**config.mk**
```make
export PLATFORM = sky130hd
export DESIGN_NAME = iterative_muldiv_unit_flat
export DESIGN_NICKNAME = d
export VERILOG_FILES = /design/src/rtl/iterative_muldiv_unit_if.sv /design/src/rtl/iterative_muldiv_unit.sv /design/src/flat_wrapper.sv
export SDC_FILE = /design/constraint.sdc
export NUM_CORES = 1
export LEC_CHECK = 0
export CELL_PAD_IN_SITES_DETAIL_PLACEMENT = 0
export CELL_PAD_IN_SITES_GLOBAL_PLACEMENT = 1
export CORE_MARGIN = 2
export CORE_UTILIZATION = 45
export DETAILED_ROUTE_END_ITERATION = 8
export GPL_TIMING_DRIVEN = 0
export HOLD_SLACK_MARGIN = 0.05
export MAX_ROUTING_LAYER = met4
export PLACE_DENSITY = 0.94
export SLEW_MARGIN = 10
export SYNTH_ARGS = -nofsm -noshare
export SYNTH_HDL_FRONTEND = slang
export SYNTH_SLANG_ARGS = --single-unit
```
**constraint.sdc**
```tcl
create_clock -name clk -period 4.89 [get_ports clk]
set_input_delay 0.489 -clock clk [delete_from_list [all_inputs] [get_ports clk]]
set_output_delay 0.489 -clock clk [all_outputs]
set_load 0.02 [all_outputs]
```
**src/rtl/iterative_muldiv_unit_if.sv**
```systemverilog
// iterative_muldiv_unit_if
//
// Purpose:
//   Groups the request/response signals of iterative_muldiv_unit into one
//   bundle. The execute stage drives it through the master modport and the
//   unit receives it through the slave modport.
//
// Parameters:
//   XLEN       operand and result width (must match the unit's XLEN)
//
// Signals:
//   start      request pulse, sampled by the unit only while idle
//   kill       pipeline flush, aborts an operation in flight
//   operation  5-bit M-extension op code
//   in1        multiplicand / dividend (rs1)
//   in2        multiplier / divisor (rs2)
//   busy       operation in progress
//   done       one-cycle pulse, result valid in that cycle
//   result     registered result
//   op_err     registered flag, set when the accepted op code is unsupported
interface iterative_muldiv_unit_if #(
    parameter int XLEN = 32
);
    logic            start;
    logic            kill;
    logic [4:0]      operation;
    logic [XLEN-1:0] in1;
    logic [XLEN-1:0] in2;
    logic            busy;
    logic            done;
    logic [XLEN-1:0] result;
    logic            op_err;

    modport master (
        output start,
        output kill,
        output operation,
        output in1,
        output in2,
        input  busy,
        input  done,
        input  result,
        input  op_err
    );

    modport slave (
        input  start,
        input  kill,
        input  operation,
        input  in1,
        input  in2,
        output busy,
        output done,
        output result,
        output op_err
    );
endinterface

```
**src/rtl/iterative_muldiv_unit.sv**
```systemverilog
// iterative_muldiv_unit
//
// Purpose:
//   Multi-cycle RV32M multiply/divide/remainder unit. A radix-2 shift-add
//   multiplier and a restoring divider share one 2*XLEN-bit accumulator and
//   retire one bit per cycle. Signed operands are converted to magnitudes
//   on accept and the sign is restored in a final fix-up cycle.
//
// Parameters:
//   XLEN       operand and result width, must be >= 4
//
// Ports:
//   clk        single clock, all state changes on the rising edge
//   reset      synchronous, active-high reset
//   bus        iterative_muldiv_unit_if slave modport
//                (start, kill, operation, in1, in2 in;
//                 busy, done, result, op_err out)
//
// Configuration:
//   MULDIV_FAST_ZERO_EN  when defined, an accepted op with in2 == 0, or a
//                        multiply with in1 == 0, skips the iterative phase
//                        and finishes in two cycles. When undefined every
//                        supported op takes the full XLEN+2 cycle latency.
module iterative_muldiv_unit #(
    parameter int XLEN = 32
) (
    input logic                    clk,
    input logic                    reset,
    iterative_muldiv_unit_if.slave bus
);

    localparam logic [4:0] OP_MUL    = 5'b10000;
    localparam logic [4:0] OP_MULH   = 5'b11000;
    localparam logic [4:0] OP_MULHU  = 5'b11001;
    localparam logic [4:0] OP_MULHSU = 5'b11010;
    localparam logic [4:0] OP_DIV    = 5'b10011;
    localparam logic [4:0] OP_DIVU   = 5'b10100;
    localparam logic [4:0] OP_REM    = 5'b10101;
    localparam logic [4:0] OP_REMU   = 5'b10111;

    localparam int CNT_W = $clog2(XLEN + 1);
    localparam logic [CNT_W-1:0] LAST_ITER = CNT_W'(XLEN - 1);

    typedef enum logic [1:0] {
        IDLE,
        CALC,
        FIX,
        DONE
    } state_t;

    function automatic logic op_supported(input logic [4:0] op);
        case (op)
            OP_MUL, OP_MULH, OP_MULHU, OP_MULHSU,
            OP_DIV, OP_DIVU, OP_REM, OP_REMU: return 1'b1;
            default:                          return 1'b0;
        endcase
    endfunction

    function automatic logic op_is_mul(input logic [4:0] op);
        case (op)
            OP_MUL, OP_MULH, OP_MULHU, OP_MULHSU: return 1'b1;
            default:                              return 1'b0;
        endcase
    endfunction

    function automatic logic op_signed_a(input logic [4:0] op);
        case (op)
            OP_MUL, OP_MULH, OP_MULHSU, OP_DIV, OP_REM: return 1'b1;
            default:                                    return 1'b0;
        endcase
    endfunction

    function automatic logic op_signed_b(input logic [4:0] op);
        case (op)
            OP_MUL, OP_MULH, OP_DIV, OP_REM: return 1'b1;
            default:                         return 1'b0;
        endcase
    endfunction

    state_t            state;
    state_t            state_next;
    logic [CNT_W-1:0]  count;
    logic [4:0]        op_q;
    logic              sign_a;
    logic              sign_b;
    logic              b_zero;
    logic              op_err_q;
    logic [XLEN-1:0]   result_q;

    // Multiply: the multiplicand. Divide: the divisor. The other operand
    // lives in the low half of acc and is consumed one bit per cycle.
    logic [XLEN-1:0]   addend;
    logic [2*XLEN-1:0] acc;

    logic              accept;
    logic              in_supported;
    logic              in_is_mul;
    logic              in_sign_a;
    logic              in_sign_b;
    logic [XLEN-1:0]   in_a_abs;
    logic [XLEN-1:0]   in_b_abs;
    logic              fast_zero;

    logic [XLEN:0]     mul_sum;
    logic [XLEN:0]     div_shift;
    logic [XLEN:0]     div_diff;
    logic [2*XLEN-1:0] acc_step;

    logic [2*XLEN-1:0] product;
    logic [XLEN-1:0]   quotient;
    logic [XLEN-1:0]   remainder;
    logic [XLEN-1:0]   fix_result;

    // kill in IDLE suppresses the start of that same cycle.
    assign accept = (state == IDLE) && bus.start && !bus.kill;

    assign in_supported = op_supported(bus.operation);
    assign in_is_mul    = op_is_mul(bus.operation);
    assign in_sign_a    = op_signed_a(bus.operation) & bus.in1[XLEN-1];
    assign in_sign_b    = op_signed_b(bus.operation) & bus.in2[XLEN-1];
    assign in_a_abs     = in_sign_a ? -bus.in1 : bus.in1;
    assign in_b_abs     = in_sign_b ? -bus.in2 : bus.in2;

`ifdef MULDIV_FAST_ZERO_EN
    assign fast_zero = (bus.in2 == '0) || (in_is_mul && (bus.in1 == '0));
`else
    assign fast_zero = 1'b0;
`endif

    // One iteration of either algorithm. The multiplier adds into the upper
    // half and shifts right; the divider shifts left and trial-subtracts.
    always_comb begin
        mul_sum   = {1'b0, acc[2*XLEN-1:XLEN]} + (acc[0] ? {1'b0, addend} : '0);
        div_shift = acc[2*XLEN-1:XLEN-1];
        div_diff  = div_shift - {1'b0, addend};
        acc_step  = acc;
        if (op_is_mul(op_q)) begin
            acc_step = {mul_sum, acc[XLEN-1:1]};
        end else if (div_diff[XLEN]) begin
            acc_step = {div_shift[XLEN-1:0], acc[XLEN-2:0], 1'b0};
        end else begin
            acc_step = {div_diff[XLEN-1:0], acc[XLEN-2:0], 1'b1};
        end
    end

    // Sign correction and half selection. Dividing the most-negative value
    // by -1 needs no special case: the magnitude quotient is 2^(XLEN-1),
    // which already reads as the most-negative value with remainder 0.
    // Divide by zero leaves the dividend magnitude as remainder, so only
    // the quotient has to be forced to all ones.
    always_comb begin
        product    = (sign_a ^ sign_b) ? -acc : acc;
        quotient   = acc[XLEN-1:0];
        remainder  = acc[2*XLEN-1:XLEN];
        fix_result = '0;
        if (!op_err_q) begin
            case (op_q)
                OP_MUL:                       fix_result = product[XLEN-1:0];
                OP_MULH, OP_MULHU, OP_MULHSU: fix_result = product[2*XLEN-1:XLEN];
                OP_DIV, OP_DIVU: begin
                    if (b_zero) begin
                        fix_result = '1;
                    end else begin
                        fix_result = (sign_a ^ sign_b) ? -quotient : quotient;
                    end
                end
                OP_REM, OP_REMU:              fix_result = sign_a ? -remainder : remainder;
                default:                      fix_result = '0;
            endcase
        end
    end

    always_comb begin
        state_next = state;
        bus.busy   = 1'b0;
        bus.done   = 1'b0;
        case (state)
            IDLE: begin
                if (accept) begin
                    state_next = (!in_supported || fast_zero) ? FIX : CALC;
                end
            end
            CALC: begin
                bus.busy = 1'b1;
                if (bus.kill) begin
                    state_next = IDLE;
                end else if (count == LAST_ITER) begin
                    state_next = FIX;
                end
            end
            FIX: begin
                bus.busy   = 1'b1;
                state_next = bus.kill ? IDLE : DONE;
            end
            DONE: begin
                bus.done   = 1'b1;
                state_next = IDLE;
            end
            default: state_next = IDLE;
        endcase
    end

    always_ff @(posedge clk) begin
        if (reset) begin
            state    <= IDLE;
            count    <= '0;
            op_q     <= '0;
            sign_a   <= 1'b0;
            sign_b   <= 1'b0;
            b_zero   <= 1'b0;
            op_err_q <= 1'b0;
            result_q <= '0;
            addend   <= '0;
            acc      <= '0;
        end else begin
            state <= state_next;
            case (state)
                IDLE: begin
                    if (accept) begin
                        op_q     <= bus.operation;
                        sign_a   <= in_sign_a;
                        sign_b   <= in_sign_b;
                        b_zero   <= (bus.in2 == '0);
                        op_err_q <= !in_supported;
                        count    <= '0;
                        // A skipped multiply has a zero operand, so the
                        // product is zero. A skipped divide is a divide by
                        // zero: all-ones quotient, dividend as remainder.
                        if (in_is_mul) begin
                            addend <= in_a_abs;
                            acc    <= fast_zero ? '0 : {{XLEN{1'b0}}, in_b_abs};
                        end else begin
                            addend <= in_b_abs;
                            acc    <= fast_zero ? {in_a_abs, {XLEN{1'b1}}}
                                                : {{XLEN{1'b0}}, in_a_abs};
                        end
                    end
                end
                CALC: begin
                    if (!bus.kill) begin
                        acc   <= acc_step;
                        count <= count + CNT_W'(1);
                    end
                end
                FIX: begin
                    if (!bus.kill) begin
                        result_q <= fix_result;
                    end
                end
                default: ;
            endcase
        end
    end

    assign bus.result = result_q;
    assign bus.op_err = op_err_q;

endmodule

```
**src/flat_wrapper.sv**
```systemverilog
// flat-port wrapper written by rule: the top's interface ports become plain ports
module iterative_muldiv_unit_flat 
#(
    parameter int XLEN = 32
)
  (clk, reset, bus_start, bus_kill, bus_operation, bus_in1, bus_in2, bus_busy, bus_done, bus_result, bus_op_err);
  iterative_muldiv_unit_if #(.XLEN(XLEN)) bus_i ();
  input logic clk;
  input logic reset;
  input wire logic [$bits(bus_i.start)-1:0] bus_start;
  input wire logic [$bits(bus_i.kill)-1:0] bus_kill;
  input wire logic [$bits(bus_i.operation)-1:0] bus_operation;
  input wire logic [$bits(bus_i.in1)-1:0] bus_in1;
  input wire logic [$bits(bus_i.in2)-1:0] bus_in2;
  output wire logic [$bits(bus_i.busy)-1:0] bus_busy;
  output wire logic [$bits(bus_i.done)-1:0] bus_done;
  output wire logic [$bits(bus_i.result)-1:0] bus_result;
  output wire logic [$bits(bus_i.op_err)-1:0] bus_op_err;
  assign bus_i.start = bus_start;
  assign bus_i.kill = bus_kill;
  assign bus_i.operation = bus_operation;
  assign bus_i.in1 = bus_in1;
  assign bus_i.in2 = bus_in2;
  assign bus_busy = bus_i.busy;
  assign bus_done = bus_i.done;
  assign bus_result = bus_i.result;
  assign bus_op_err = bus_i.op_err;
  iterative_muldiv_unit #(.XLEN(XLEN)) u_core (.clk(clk), .reset(reset), .bus(bus_i));
endmodule
```
==> results of run 1 <==
[cells in the final DEF (no fill, tap or decap), drive strengths merged, types with 21 or more instances in the layout]
cell type      instances
a21o                  32
a211oi                46
clkdlybuf4s50        107
o211ai                25
o221ai                26
dfxtp                145
xor2                  96
nand3                 40
xnor2                 90
buf                   26
ha                    80
inv                   78
clkbuf               139
nor4                  27
nor2                 218
o31ai                 28
a22oi                 23
mux2i                 28
nand2                302
nor3                  52
nand2b                21
o21ai                166
a21oi                231
[final timing paths]
| check | start | end | depth (start not counted) |
|---|---|---|---|
| max | u_core.acc[0]$_SDFFE_PP0P_ | u_core.acc[59]$_SDFFE_PP0P_ | 14 |
| min | u_core.bus.result[30]$_SDFFE_PP0P_ | u_core.bus.result[30]$_SDFFE_PP0P_ | 2 |
| min reg2reg | u_core.bus.result[30]$_SDFFE_PP0P_ | u_core.bus.result[30]$_SDFFE_PP0P_ | 2 |
| max reg2reg | u_core.acc[0]$_SDFFE_PP0P_ | u_core.acc[59]$_SDFFE_PP0P_ | 14 |
[critical path, cell delays in order (launching register included)]
cell	delay, ps
dfxtp_1	380
inv_1	260
buf_1	430
nor2_1	90
ha_1	280
clkbuf_1	250
o211ai_1	130
a21oi_1	290
o21ai_1	240
o31ai_2	530
a21oi_1	170
o31ai_1	730
a41oi_1	240
xor2_1	190
o21ai_0	130
[per-stage QoR]
step           worst slack, ps  area [um^2]
6_report                 491.3        16810
2_1_floorplan             1802        14610
3_3_place_gp             722.9        16220
4_1_cts                  668.0        16810
5_1_grt                  227.4        16810
3_5_place_dp             685.6        16220
[logic make-up (layout without fill, tap and decap cells)]
logic type,Yosys count,count (layout),synth area share
fa+ha+maj,82,82,0.07126
xor+xnor,186,186,0.1115
compound gates,690,690,0.2977
mux,31,31,0.02150
flops,145,145,0.1987
simple gates,765,765,0.2411
buf+inv,213,352,0.05824
[sequential cells by signal (all words and copies together), names as in the netlist, 2 cells and up]
register,cells
u_core.op_q,5
u_core.acc,64
u_core.count,6
u_core.bus.result,32
u_core.state,2
u_core.addend,32
[layout make-up]
class                           instances  share of cell area
Sequential cell                       145              0.1727
Inverter                               66             0.01474
Buffer                                147             0.03587
Multi-Input combinational cell       1754              0.6457
Timing Repair Buffer                  107             0.06371
Tap cell                              435             0.03238
Clock inverter                         14            0.008782
Clock buffer                           18             0.02612
[power by group through the flow]
stage / Combinational [mW] / Sequential [mW] / Clock, mW
global route: 2.59 / 1.41 / 1.42
CTS: 2.35 / 1.39 / 1.37
floorplan: 1.57 / 1.38 / 0
global placement: 2.32 / 1.42 / 0
detailed placement: 2.33 / 1.42 / 0
finish: 2.42 / 1.40 / 1.38
[routing by layer]
metal  wire length, um  track usage
met1             26220       0.4742
met4              3621       0.1942
met2             27670       0.5932
met5                 0            -
met3              5286      0.06106
==> key figures, run 1 <==
Outcome
  – Status: complete, no violations

Global route
  – Antenna violations before repair: 0
  – Vias in the first global route: 15945
  – First-pass GRT wire length: roughly 95000 um
  – GR Overflow Total: 0
  – Largest net degree at the start of global routing: 18
  – GRT Total Usage: 0.3798

Yosys
  – Mean Syn Cell Area: 6.917 um^2
  – Syn Inst Count: ~2100
  – Post-synth ARST share: 0
  – Number of synthesized flops with an enable pin: 0
  – YS warnings: 0
  – Largest cells by area after synthesis: dfxtp_1 20%, a21oi_1 7.9%, nand2_1 7.7%, ha_1 6.9%, xor2_1 5.8%
  – Synth cell types: 83
  – Top_reg_cell synth: dfxtp_1
  – Yosys top cell by area: dfxtp_1
  – Top cells by count, synth: 301 x nand2_1, 231 x a21oi_1, 218 x nor2_1
  – Most common cell in the netlist: nand2_1
  – Post-synthesis sequential area ratio: 0.1987
  – Top cell type's share of synthesized area: 0.1987
  – Synth Register Bits: 145
  – Syn Nets: around 2300
  – Synth Cell Area: 14610 um^2

Placed design
  – HPWL after detailed placement: ~50000 um
  – Routability cong.: between 1 and 1.5
  – Placed insts: between 2000 and 3000
  – Buffers added on ports: between 100 and 150

Route
  – Routed WL: approximately 63000 um
  – Post-route ant nets: 0
  – WL/cell: between 20 and 25 um
  – Drt first pass iters: 5
  – Vias/cell: approximately 6.3
  – Total vias in the final route: ~17000
  – Starting DRT DRC Count: slightly above 2000
  – Detailed-route DRC error count: 0

Power and ir drop
  – PD cells: 309.6 nW/um^2
  – Sw power: about 2.4 mW
  – Peak supply drop: between 0.2 and 0.3 mV
  – Pint: 2.783 mW
  – Sequential Power Share: 0.269
  – Leakage: between 6 and 7 nW
  – Share of total power in the clock network: 0.265
  – Final Power: 5.205 mW
  – Sw frac: 0.4654
  – Gate power share: 0.465

Clocking
  – CTS max path bufs: 2
  – H-tree Lvls: 4
  – Clk_lat worst skew: about 460 ps
  – CTS tree: yes
  – Clock Tree Root: clkbuf_16
  – Post-CTS sizing: 0
  – Clock sinks: around 150
  – Postcts setup bufs: 0
  – Num CTS Buffers: 17
  – Worst-path clk slew: around 80 ps
  – Post-CTS Hold Buffers: 0

Final layout
  – Register area: just under 3000 um^2
  – Layout cells sized above 1: 0.03776
  – Ant diodes: 0
  – Post-route core utilization: 0.5287
  – Final cell count without fillers: between 2000 and 3000
  – Fill cells: 3202
  – Final #Nets: 2393
  – Layout area overhead: 15.07%
  – Area of the multi-input gates: about 11000 um^2

Timing
  – Final setup fails: 0
  – Max frequency: 227.3 MHz
  – RSZ-0062 raised after global routing: false
  – Final hold vios: 0
  – Total negative slack: 0 ps
  – Tcrit/Tclk final: 0.8995
  – Final min period: between 4000 and 5000 ps
  – Max Transition Viols Final: 0
  – Clock Skews: between 15 and 20 ps
  – Worst hold slack: 446.6 ps
  – Worst-Margin Slew: between 1000 and 1500 ps
  – Slew Limit Headroom: 0.2349

Floorplanning
  – Die area: approximately 34000 um^2
  – Site row count: between 60 and 70
  – CORE AREA: ~32000 um^2
  – # IOs: 108
  – DIE HEIGHT: ~180 um
  – Die W: roughly 180 um
  – Starting Density: 0.4594

Setup path
  – CP startpoint kind: flip-flop
  – CP Data Required Time: approximately 5300 ps
  – R2R setup slack: around 490 ps
  – CP Capture Type: flip-flop
  – Crit Path Category: flip-flop to flip-flop
  – CP arrival: 4790 ps
  – Crit path max fanout: 10

Job
  – Max-cap violation count: 0

Hold path
  – Hold Crit Class: flip-flop to flip-flop
No activity file was read; power rests on OpenSTA's default activity.
==> run 2: changes to the inputs <==
--- a/config.mk
+++ b/config.mk
@@ -5,15 +5,16 @@
 export SDC_FILE = /design/constraint.sdc
 export NUM_CORES = 1
 export LEC_CHECK = 0
+export CAP_MARGIN = 40
 export CELL_PAD_IN_SITES_DETAIL_PLACEMENT = 0
 export CELL_PAD_IN_SITES_GLOBAL_PLACEMENT = 1
 export CORE_MARGIN = 2
-export CORE_UTILIZATION = 45
+export CORE_UTILIZATION = 47
 export DETAILED_ROUTE_END_ITERATION = 8
 export GPL_TIMING_DRIVEN = 0
 export HOLD_SLACK_MARGIN = 0.05
 export MAX_ROUTING_LAYER = met4
-export PLACE_DENSITY = 0.94
+export PLACE_DENSITY = 0.95
 export SLEW_MARGIN = 10
 export SYNTH_ARGS = -nofsm -noshare
 export SYNTH_HDL_FRONTEND = slang
==> run 2 against run 1 <==
- sequential cell count did not move
- setup slack got worse by 120 ps
- global-route usage rose by 1.7 points
- critical endpoint unchanged
==> key figures, run 2 (synthesis gave the netlist of run 1 again) <==
Placed design
  – Placed insts: approximately 2600
  – Placed inst area: about 16000 um^2
  – HPWL after detailed placement: a little over 50000 um
  – Pre-CTS setup slack: 528.4 ps
  – Buffers added on ports: 107
  – Routability cong.: ~1.1

Route
  – Total vias in the final route: around 17000
  – Drt first pass iters: 6
  – Routed WL: 63980 um
  – Starting DRT DRC Count: around 2100
  – Detailed-route DRC error count: 0
  – Post-route ant nets: 0
  – Vias/cell: about 6.4
  – WL/cell: around 24 um

Timing
  – Worst-Margin Slew: ~960 ps
  – RSZ-0062 raised after global routing: false
  – Max frequency: approximately 220 MHz
  – Final setup fails: 0
  – Final worst slack: 376.2 ps
  – Slew Limit Headroom: 0.3606
  – Final hold vios: 0
  – Clock Skews: roughly 20 ps
  – Final min period: between 4000 and 5000 ps
  – Total negative slack: 0 ps
  – Max Transition Viols Final: 0
  – Worst hold slack: 453.3 ps
  – Tcrit/Tclk final: 0.9231

Setup path
  – CP startpoint: u_core.acc[0]$_SDFFE_PP0P_
  – CP arrival: approximately 5000 ps
  – Crit path max fanout: 10
  – Reg2Reg Depth: 14
  – Reg2Reg Capture Point: u_core.acc[59]$_SDFFE_PP0P_
  – Crit Path Category: flip-flop to flip-flop
  – End of the critical path: u_core.acc[59]$_SDFFE_PP0P_
  – R2R setup slack: between 300 and 400 ps
  – CP Data Required Time: between 5000 and 6000 ps
  – FF-to-FF Start: u_core.acc[0]$_SDFFE_PP0P_
  – CP startpoint kind: flip-flop
  – CP Capture Type: flip-flop

Floorplanning
  – DIE HEIGHT: roughly 180 um
  – CORE AREA: between 30000 and 40000 um^2
  – Die W: between 150 and 200 um
  – Starting Density: 0.4776
  – Die area: approximately 33000 um^2
  – Site row count: 64
  – # IOs: ~110

Clocking
  – H-tree Lvls: 4
  – Clk_lat worst skew: approximately 470 ps
  – Clock sinks: 145
  – Clock Tree Root: clkbuf_16
  – Post-CTS sizing: 0
  – CTS max path bufs: 2
  – Worst-path clk slew: 70 ps
  – Num CTS Buffers: 17
  – Postcts setup bufs: 0
  – Post-CTS Hold Buffers: 0
  – CTS tree: yes

Global route
  – Antenna violations before repair: 0
  – First-pass GRT wire length: 96640 um
  – Largest net degree at the start of global routing: 17
  – GRT Total Usage: 0.3968
  – Vias in the first global route: between 15000 and 20000
  – GR Overflow Total: 0

Final layout
  – Layout area overhead: 14.89%
  – Final #Nets: 2400
  – Final cell count without fillers: approximately 2700
  – Max reg flops: 64
  – Fin area: 16780 um^2
  – Post-route core utilization: 0.5487
  – Ant diodes: 0
  – Most frequent cells in the layout: 301 x nand2_1, 231 x a21oi_1, 218 x nor2_1
  – Layout cells sized above 1: 0.04074
  – Most common cell after layout, fill and taps aside: nand2_1
  – Biggest register: u_core.acc

Power and ir drop
  – Sw power: around 2.4 mW
  – Final Power: between 5 and 6 mW
  – PD cells: roughly 310 nW/um^2
  – Peak supply drop: 0.3125 mV
  – Pint: 2.783 mW
  – Gate power share: 0.469
  – Sw frac: 0.4607
  – Share of total power in the clock network: 0.259
  – Leakage: around 6.6 nW
  – Sequential Power Share: 0.272

Job
  – Max-cap violation count: 0

Outcome
  – Status: complete, no violations

Hold path
  – Hold Crit Class: flip-flop to flip-flop
[run 2: cell types whose count changed in the layout (fill, tap and decap cells not counted), sizes merged]
cell      previous run  this run
buf                 26        33
clkinv               2         4
inv                 78        74
clkbuf             139       140
clkinvlp             0         1
[run 2: power groups by stage]
| stage | sequential (mW) | clock, mW | combinational (mW) |
|---|---|---|---|
| 2_1_floorplan | 1.38 | 0 | 1.57 |
| 3_3_place_gp | 1.42 | 0 | 2.32 |
| 3_5_place_dp | 1.42 | 0 | 2.34 |
| 4_1_cts | 1.39 | 1.33 | 2.35 |
| 5_1_grt | 1.41 | 1.38 | 2.59 |
| 6_report | 1.40 | 1.34 | 2.42 |
[run 2: worst min path at each step]
stage	startpoint	to	slack [ps]	depth (start not counted)
6_report	u_core.bus.result[17]$_SDFFE_PP0P_	u_core.bus.result[17]$_SDFFE_PP0P_	450	2
5_1_grt	u_core.bus.result[30]$_SDFFE_PP0P_	u_core.bus.result[30]$_SDFFE_PP0P_	480	2
4_1_cts	u_core.bus.result[30]$_SDFFE_PP0P_	u_core.bus.result[30]$_SDFFE_PP0P_	460	2
3_5_place_dp	u_core.bus.result[17]$_SDFFE_PP0P_	u_core.bus.result[17]$_SDFFE_PP0P_	440	2
3_3_place_gp	u_core.bus.result[21]$_SDFFE_PP0P_	u_core.bus.result[21]$_SDFFE_PP0P_	430	2
2_1_floorplan	u_core.addend[29]$_SDFFE_PP0P_	u_core.addend[29]$_SDFFE_PP0P_	430	2
[run 2: layout make-up]
cell class              count  area (um^2)
well taps                 396        495.5
fillers                  3041        13800
repair buffers            114         1114
flip-flops and latches    145         2903
clock inverters            13        113.9
inverters                  66        247.7
plain buffers             147        603.1
multi-input cells        1754        10860
clock buffers              19        452.9
[run 2: per-layer routing]
| metal | GRT usage | vias up | routed length (um) |
|---|---|---|---|
| met5 | - | - | 0 |
| met4 | 0.1916 | 0 | 3461 |
| met3 | 0.05517 | 188 | 5403 |
| met2 | 0.6180 | 935 | 28560 |
| met1 | 0.5060 | 7956 | 26560 |
| li1 | - | 7842 | - |
[run 2: worst max-delay path, stage by stage, from the launching register on]
cell and delay, ps:
dfxtp_1 400, inv_1 400, buf_1 400, nor2_1 80, ha_1 290, clkbuf_1 290, o211ai_1 150, a21oi_1 210
o21ai_1 220, o31ai_2 490, a21oi_1 180, o31ai_1 740, a41oi_1 260, xor2_1 190, o21ai_0 140
==> run 3: changes to the inputs <==
--- a/config.mk
+++ b/config.mk
@@ -15,7 +15,6 @@
 export HOLD_SLACK_MARGIN = 0.05
 export MAX_ROUTING_LAYER = met4
 export PLACE_DENSITY = 0.95
-export SLEW_MARGIN = 10
 export SYNTH_ARGS = -nofsm -noshare
 export SYNTH_HDL_FRONTEND = slang
 export SYNTH_SLANG_ARGS = --single-unit
==> results of run 3 <==
No change in the layout: final DEF, timing and power equal those of run 2.
